`src/rtl/mmio_uart_tx.sv`:
```
// Memory-mapped 8N1 UART transmitter on the CPU data-memory store bus.
// Stores to TX_ADDR queue a byte; STAT_ADDR exposes count/overflow/full/busy.
module mmio_uart_tx #(
    parameter int             n            = 32,
    parameter logic [n-1:0]   TX_ADDR      = 'h0000_0100,
    parameter logic [n-1:0]   STAT_ADDR    = 'h0000_0104,
    parameter int             DEPTH        = 8,
    parameter int             CLKS_PER_BIT = 4
) (
    input  logic         clk,
    input  logic         reset,
    input  logic         memwrite,
    input  logic [n-1:0] dataadr,
    input  logic [n-1:0] writedata,
    output logic [n-1:0] readdata,
    output logic         hit,
    output logic         tx
);

    localparam int PW = $clog2(DEPTH);
    localparam int CW = PW + 1;
    localparam int BW = $clog2(CLKS_PER_BIT);

    localparam logic [CW-1:0] FULL_COUNT = CW'(DEPTH);
    localparam logic [BW-1:0] BAUD_LAST  = BW'(CLKS_PER_BIT - 1);

    typedef enum logic [1:0] {
        IDLE  = 2'd0,
        START = 2'd1,
        DATA  = 2'd2,
        STOP  = 2'd3
    } state_t;

    state_t          state;
    logic [BW-1:0]   baud;
    logic [2:0]      bit_idx;
    logic [7:0]      shift;

    logic [7:0]      mem [DEPTH];
    logic [PW-1:0]   wr_ptr;
    logic [PW-1:0]   rd_ptr;
    logic [CW-1:0]   count;
    logic            overflow;

    logic            push;
    logic            pop;
    logic            accept;
    logic            drop;
    logic            clear_ovf;
    logic            full;
    logic            busy;
    logic            baud_done;
    logic [3:0]      count_field;
    logic            unused_data;

    // Store bus contract: a store acts on the posedge where memwrite is high.
    // There is no backpressure; a store to a full FIFO with no pop on the same
    // edge is discarded and recorded in the sticky overflow flag.
    assign push      = memwrite && (dataadr == TX_ADDR);
    assign clear_ovf = memwrite && (dataadr == STAT_ADDR) && writedata[2];
    assign full      = (count == FULL_COUNT);
    assign pop       = (state == IDLE) && (count != '0);
    assign accept    = push && (!full || pop);
    assign drop      = push && full && !pop;
    assign busy      = (state != IDLE) || (count != '0);
    assign baud_done = (baud == BAUD_LAST);

    assign hit         = (dataadr == TX_ADDR) || (dataadr == STAT_ADDR);
    assign count_field = 4'(count);
    assign unused_data = ^writedata[n-1:8];

    always_comb begin
        readdata = '0;
        if (dataadr == STAT_ADDR) begin
            readdata[6:3] = count_field;
            readdata[2]   = overflow;
            readdata[1]   = full;
            readdata[0]   = busy;
        end
    end

    // Storage array carries no reset; only pointers and count define validity.
    always_ff @(posedge clk) begin
        if (accept) begin
            mem[wr_ptr] <= writedata[7:0];
        end
    end

    always_ff @(posedge clk) begin
        if (!reset) begin
            wr_ptr   <= '0;
            rd_ptr   <= '0;
            count    <= '0;
            overflow <= 1'b0;
        end else begin
            if (accept) begin
                wr_ptr <= wr_ptr + PW'(1);
            end
            if (pop) begin
                rd_ptr <= rd_ptr + PW'(1);
            end
            case ({accept, pop})
                2'b10:   count <= count + CW'(1);
                2'b01:   count <= count - CW'(1);
                default: count <= count;
            endcase
            if (drop) begin
                overflow <= 1'b1;
            end else if (clear_ovf) begin
                overflow <= 1'b0;
            end
        end
    end

    always_ff @(posedge clk) begin
        if (!reset) begin
            state   <= IDLE;
            baud    <= '0;
            bit_idx <= '0;
            shift   <= '0;
            tx      <= 1'b1;
        end else begin
            case (state)
                IDLE: begin
                    tx <= 1'b1;
                    if (pop) begin
                        shift <= mem[rd_ptr];
                        baud  <= '0;
                        state <= START;
                        tx    <= 1'b0;
                    end
                end
                START: begin
                    if (baud_done) begin
                        baud    <= '0;
                        bit_idx <= '0;
                        state   <= DATA;
                        tx      <= shift[0];
                    end else begin
                        baud <= baud + BW'(1);
                    end
                end
                DATA: begin
                    if (baud_done) begin
                        baud <= '0;
                        if (bit_idx == 3'd7) begin
                            state <= STOP;
                            tx    <= 1'b1;
                        end else begin
                            // Drive the next bit now so tx stays a pure register output.
                            shift   <= {1'b0, shift[7:1]};
                            bit_idx <= bit_idx + 3'd1;
                            tx      <= shift[1];
                        end
                    end else begin
                        baud <= baud + BW'(1);
                    end
                end
                STOP: begin
                    tx <= 1'b1;
                    if (baud_done) begin
                        baud  <= '0;
                        state <= IDLE;
                    end else begin
                        baud <= baud + BW'(1);
                    end
                end
                default: begin
                    state <= IDLE;
                    tx    <= 1'b1;
                end
            endcase
        end
    end

endmodule

```
`config.mk`:
```
export PLATFORM = sky130hd
export DESIGN_NAME = mmio_uart_tx
export DESIGN_NICKNAME = d
export VERILOG_FILES = /design/src/rtl/mmio_uart_tx.sv
export SDC_FILE = /design/constraint.sdc
export NUM_CORES = 1
export LEC_CHECK = 0
export BUFFER_PORTS_ARGS = -buffer_cell sky130_fd_sc_hd__buf_2
export CELL_PAD_IN_SITES_DETAIL_PLACEMENT = 0
export CELL_PAD_IN_SITES_GLOBAL_PLACEMENT = 1
export CORE_MARGIN = 4
export CORE_UTILIZATION = 40
export CTS_BUF_LIST = sky130_fd_sc_hd__clkbuf_4 sky130_fd_sc_hd__clkbuf_8
export CTS_CLUSTER_DIAMETER = 40
export DETAILED_ROUTE_END_ITERATION = 6
export PLACE_DENSITY = 0.85
export SETUP_SLACK_MARGIN = 0.3
export SLEW_MARGIN = 20
export SYNTH_ARGS = -nofsm -noshare
export SYNTH_HDL_FRONTEND = slang
export SYNTH_SLANG_ARGS = --single-unit
```
`constraint.sdc`:
```
create_clock -name clk -period 3.9 [get_ports clk]
set_clock_uncertainty 0.2 [all_clocks]
set_input_delay 1.17 -clock clk [delete_from_list [all_inputs] [get_ports clk]]
set_output_delay 1.17 -clock clk [all_outputs]
set_load 0.02 [all_outputs]
```
After elaboration in Yosys (flattened, before gate mapping)
Memory sizes are Yosys's and may differ from the RTL's. A register that Yosys moved wholly into a read port is not among the register bits.
Index checks and enable logic that the tools add are counted.
{ "totals": {"register_bits": 27, "latchBits": 0, "ram_bits": 64, "rom_bits": 0, "out_inout_bits": 34, "word_cells": 86, "mem_count": 1} }
{ "memory_table": {"columns": ["name", "words", "word_bits", "rd", "rd_clocked_by_memory_dff", "wr", "line", "text"], "rows": [
  ["mem", 8, 8, 1, 1, 1, "39", "logic [7:0] mem [DEPTH];"]
]} }
{ "classes": {"n_addsub": 6, "mul": 0, "div_mod_pow": 0, "order_cmp": 0, "eq_ne": 16, "shift": 0, "muxes": 30, "n_bitwise": 0, "n_reduce_logical": 24} }
{ "op_table": {"columns": ["cell", "count"], "rows": [
  ["equality test 32 x 9 -> 1 bit (second input constant)", 2],
  ["two-way mux 8 bit", 3],
  ["one-hot mux 8 bit (2 select lines)", 1],
  ["two-way mux 3 bit", 5],
  ["two-way mux 2 bit", 7],
  ["!= test 2 bit (second input constant)", 6],
  ["nonzero test 2 bit", 5],
  ["adder 3 x 1 -> 3 bit (second input constant)", 3],
  ["equality test 2 bit (second input constant)", 4],
  ["two-way mux 1 bit", 8],
  ["one-hot mux 2 bit (4 select lines)", 1],
  ["one-hot mux 4 bit (2 select lines)", 1],
  ["AND reduction 4 bit", 2],
  ["logical AND 1 bit", 7],
  ["two-way mux 7 bit", 1],
  ["one-hot mux 3 bit (2 select lines)", 1],
  ["AND reduction 5 bit", 1],
  ["adder 4 x 1 -> 4 bit (second input constant)", 1],
  ["equality test 2 x 1 -> 1 bit (second input constant)", 2],
  ["equality test 4 bit (second input constant)", 1],
  ["one-hot mux 1 bit (4 select lines)", 1],
  ["one-hot mux 2 bit (2 select lines)", 1],
  ["nonzero test 4 bit", 1],
  ["subtractor 4 x 1 -> 4 bit (second input constant)", 1],
  ["7 further kinds", 10]
]} }

Logic depth before layout (Yosys ltp)
{ "logic_depth": {"depth_word": 6, "depth_mapped": 12, "depth_no_buf": 12} }

Least setup slack after synthesis
OpenSTA, ideal clock, no wires.
{ "synth_path": {"path_kind": "input -> output", "startpoint": "in dataadr[18]", "endpoint": "out readdata[0]", "arrival_time_ps": 2478, "required_time_ps": 2530, "path_slack_ps": 52, "path_stages": 4, "cell_sequence": "nor4_2 -> nand4_1 -> nor2_1 -> and3_1"} }
{ "synth_via": {"elab_chain_len": 2} }
{ "synth_lines": {"columns": ["item", "line", "text"], "rows": [
  ["start, declared", "13", "input logic [n-1:0] dataadr,"],
  ["equality test 32 x 9 -> 1 bit", "74", "if (dataadr == STAT_ADDR) begin"],
  ["two-way mux 7 bit", "74", null],
  ["end, declared", "15", "output logic [n-1:0] readdata,"]
]} }
Every way passes these cells.

Worst setup path after layout
{ "layout_path": {"startpoint": "in dataadr[31]", "endpoint": "out readdata[0]"} }
The elaborated chain is that of the path after synthesis.

==> results.md <==
- DRT Pass-1 Iters: 4
- CP max-delay cell: nor4_4
- TNS Setup: 0 ps
- Post-layout min period: 3680 ps
- Area growth syn-to-layout: 17.1%
- Root buf cell: clkbuf_8
- Worst setup SP type: primary input
- Share of the yosys chip area belonging to registers: 0.571
- Core Box Area: 0.0108 mm^2
- Non-filler instance count after layout: 536
- Final hold violation count: 0
- Actual slew at the worst max-slew pin: 761 ps
- Combinational power share: 0.083
- Leak: 1.84 nW
- CP Class: primary input to primary output
- Die height: ~110 um
- GR Util All Layers: 0.144
- Post-route DRC: 0
- Post-Syn Area: ~0.0044 mm^2
- Number of global-route vias before repair: roughly 2800
- Slew Viols, Final: 0
- Hold Buf Count CTS: 0
- Bufs on Longest Clock Path: 2
- Worst EP required: 2530 ps
- Peak supply drop: 0.296 mV
- Hold WS: 271 ps
- Seq pwr share: 0.580
- Fmax: 271 MHz
- Initial drt markers: between 150 and 200
- Sw Ratio: 0.259
- Critical Path Sink Type: primary output
- CP cell instances: buf_2 -> nor4_4 -> nand4_2 -> nor2_4 -> and3_4 -> buf_6
- Setup violators final: 0
- Clock slew at reported path FFs: approximately 100 ps
- First-pass GRT wire length: 14.2 mm
- Flop and latch count out of synthesis: 94
- Routed wire length per instance: 16.2 um
- Worst path top cell family by delay: simple AND/OR/NAND/NOR gates
- Via/cell ratio: 5.25
- CP arrival: around 2300 ps
- CTS tree: yes
- Hold Crit Class: register to register
- P_int: 1.38 mW
- Max-cap viol count: 0
- Worst path bufs/invs: 2
- Post-DP HPWL: around 6.0 mm
- CTS H-Tree Depth: 3
- Die Area: 0.0128 mm^2
- Initial Util: 0.407
- RD Place Congestion: 0.769
- Post-synthesis average cell area: between 10 and 15 um^2
- Share of layout cells above drive strength 1: 0.316
- Worst-path maximum fanout: 7
- I/O pin cnt: approximately 100
- Power share of the clock group: 0.337
- RSZ-0062 raised after global routing: true
- Final net count: 471
- Die span in x: 113 um
- Initial antenna violation count: 0
- Largest net degree at the start of global routing: 21
- Yosys synthesis warning count: 0
- Synthesized instance count: 328
- Ys flop type: edfxtp_1
- Cell Rows: 38
- Sw power: 485 uW
- Global route overflow: 0
- # port buffers: between 50 and 60
- Ys async rst share: 0
- Skew-Pair Late Insertion Delay: 370 ps
- Final WL: 8.70 mm
- Period utilization: 0.945
- Placed Instances: 515
- Detail Route Antenna Nets: 0
- Status: finished clean
- CTS sink count: 94
- Synth cell types: 55
- CTS buffer count: 9
- # diodes: 0
- Pwr dens: around 360 mW/mm^2
- Via count: 2816
- Slew margin rel.: 0.492
- Max incr delay on CP: 310 ps
- Post-synth EDFFs: 64
==> repair_timing <==
item,4_1_cts,5_1_grt
pin swaps,14,4
buffers inserted,3,2
resized for setup,21,5
endpoints found under the setup margin,7,8
==> logic make-up after synthesis <==
group / count (synthesis) / share of synthesized area
other: 1 / 0.000849
muxes: 27 / 0.107
and+or+nand+nor: 100 / 0.144
xor gates and xnor gates: 5 / 0.00991
buffers and inverters: 45 / 0.0626
AOI/OAI and AO/OA: 43 / 0.0680
adders and majority gates: 13 / 0.0368
DFF: 94 / 0.571
==> sequential cells by signal, indices dropped and copies added, names as in the netlist, named ones only <==
signal / flops
wr_ptr: 3
rd_ptr: 3
shift: 8
baud: 2
count: 4
state: 2
bit_idx: 3
mem: 64
tx: 1
overflow: 1
==> final cells by class <==
type                       instances  area, um^2
tap                              140         175
inverter                           5        18.8
sequential                        94        2520
multi-input combinational        213        1780
clock inverter                     7        70.1
fill                             946        5670
timing repair buffer              68         477
clock buffer                       9         124
==> final timing paths <==
check / startpoint / endpoint / slack, ps / cells after the start
max: dataadr[31] / readdata[0] / 220 / 6
min: baud[1] / baud[1] / 270 / 2
max reg2reg: state[0] / count[2] / 1040 / 12
min reg2reg: baud[1] / baud[1] / 270 / 2
==> Yosys cell counts, drive strengths merged, types with 2 or more instances <==
master | n | area share
a21oi | 12 | 0.014
and3 | 5 | 0.0071
and4 | 2 | 0.0042
buf | 32 | 0.051
clkbuf | 8 | 0.0074
dfxtp | 30 | 0.14
edfxtp | 64 | 0.44
ha | 13 | 0.037
inv | 5 | 0.0042
mux2i | 11 | 0.025
mux4 | 16 | 0.082
nand2 | 14 | 0.012
nand2b | 5 | 0.0071
nand3 | 18 | 0.020
nand3b | 3 | 0.0079
nand4 | 7 | 0.011
nor2 | 21 | 0.018
nor2b | 2 | 0.0028
nor3 | 4 | 0.0057
nor4 | 9 | 0.029
o21a | 2 | 0.0034
o21ai | 10 | 0.011
o221ai | 7 | 0.014
o31ai | 2 | 0.0034
or3 | 3 | 0.0042
or4 | 2 | 0.0042
xor2 | 4 | 0.0079
==> metrics by stage <==
step | area, um^2 | util | power, mW | worst slack, ps
floorplan | 4570 | - | 1.22 | 285
global placement | 4840 | 0.446 | 1.25 | 171
detailed placement | 4840 | 0.446 | 1.25 | 149
CTS | 5130 | 0.473 | 1.89 | 234
global route | 5170 | 0.477 | 1.95 | 124
finish | 5170 | 0.477 | 1.87 | 216
==> metal layers <==
layer,GRT usage,up-vias,routed length [um]
met3,0.0353,12,378
met4,0.0513,0,148
met1,0.176,1395,3650
met2,0.248,75,4530
met5,0,-,0
li1,-,1334,-
==> placed cells by master (no fill, tap or decap), types with 13 or more instances in the layout <==
cell type and instances:
buf_2 36, nor2_1 20, edfxtp_1 64, nand3_1 18, ha_1 13, buf_6 13
nand2_1 14, mux4_2 16, buf_4 18, dfxtp_1 30, conb_1 25
==> worst reg2reg max path, delay by kind of cell (launching register included) <==
family	cells	cell delay (ps)
adder cells (fa/ha/maj)	3	710
AND/OR/NAND/NOR	3	620
AO/OA/AOI/OAI	3	410
flip-flops	1	400
XOR/XNOR	2	330
buffers and inverters	1	110
==> power groups by stage <==
stage                     combinational [mW]  sequential (mW)  clock [mW]
after floorplan                        0.112             1.11           0
after global placement                 0.143             1.11           0
after detailed placement               0.147             1.11           0
after CTS                              0.153             1.08       0.652
after global routing                   0.174             1.09       0.691
final                                  0.155             1.08       0.631
Note: power is estimated with default switching activity, not from simulation.
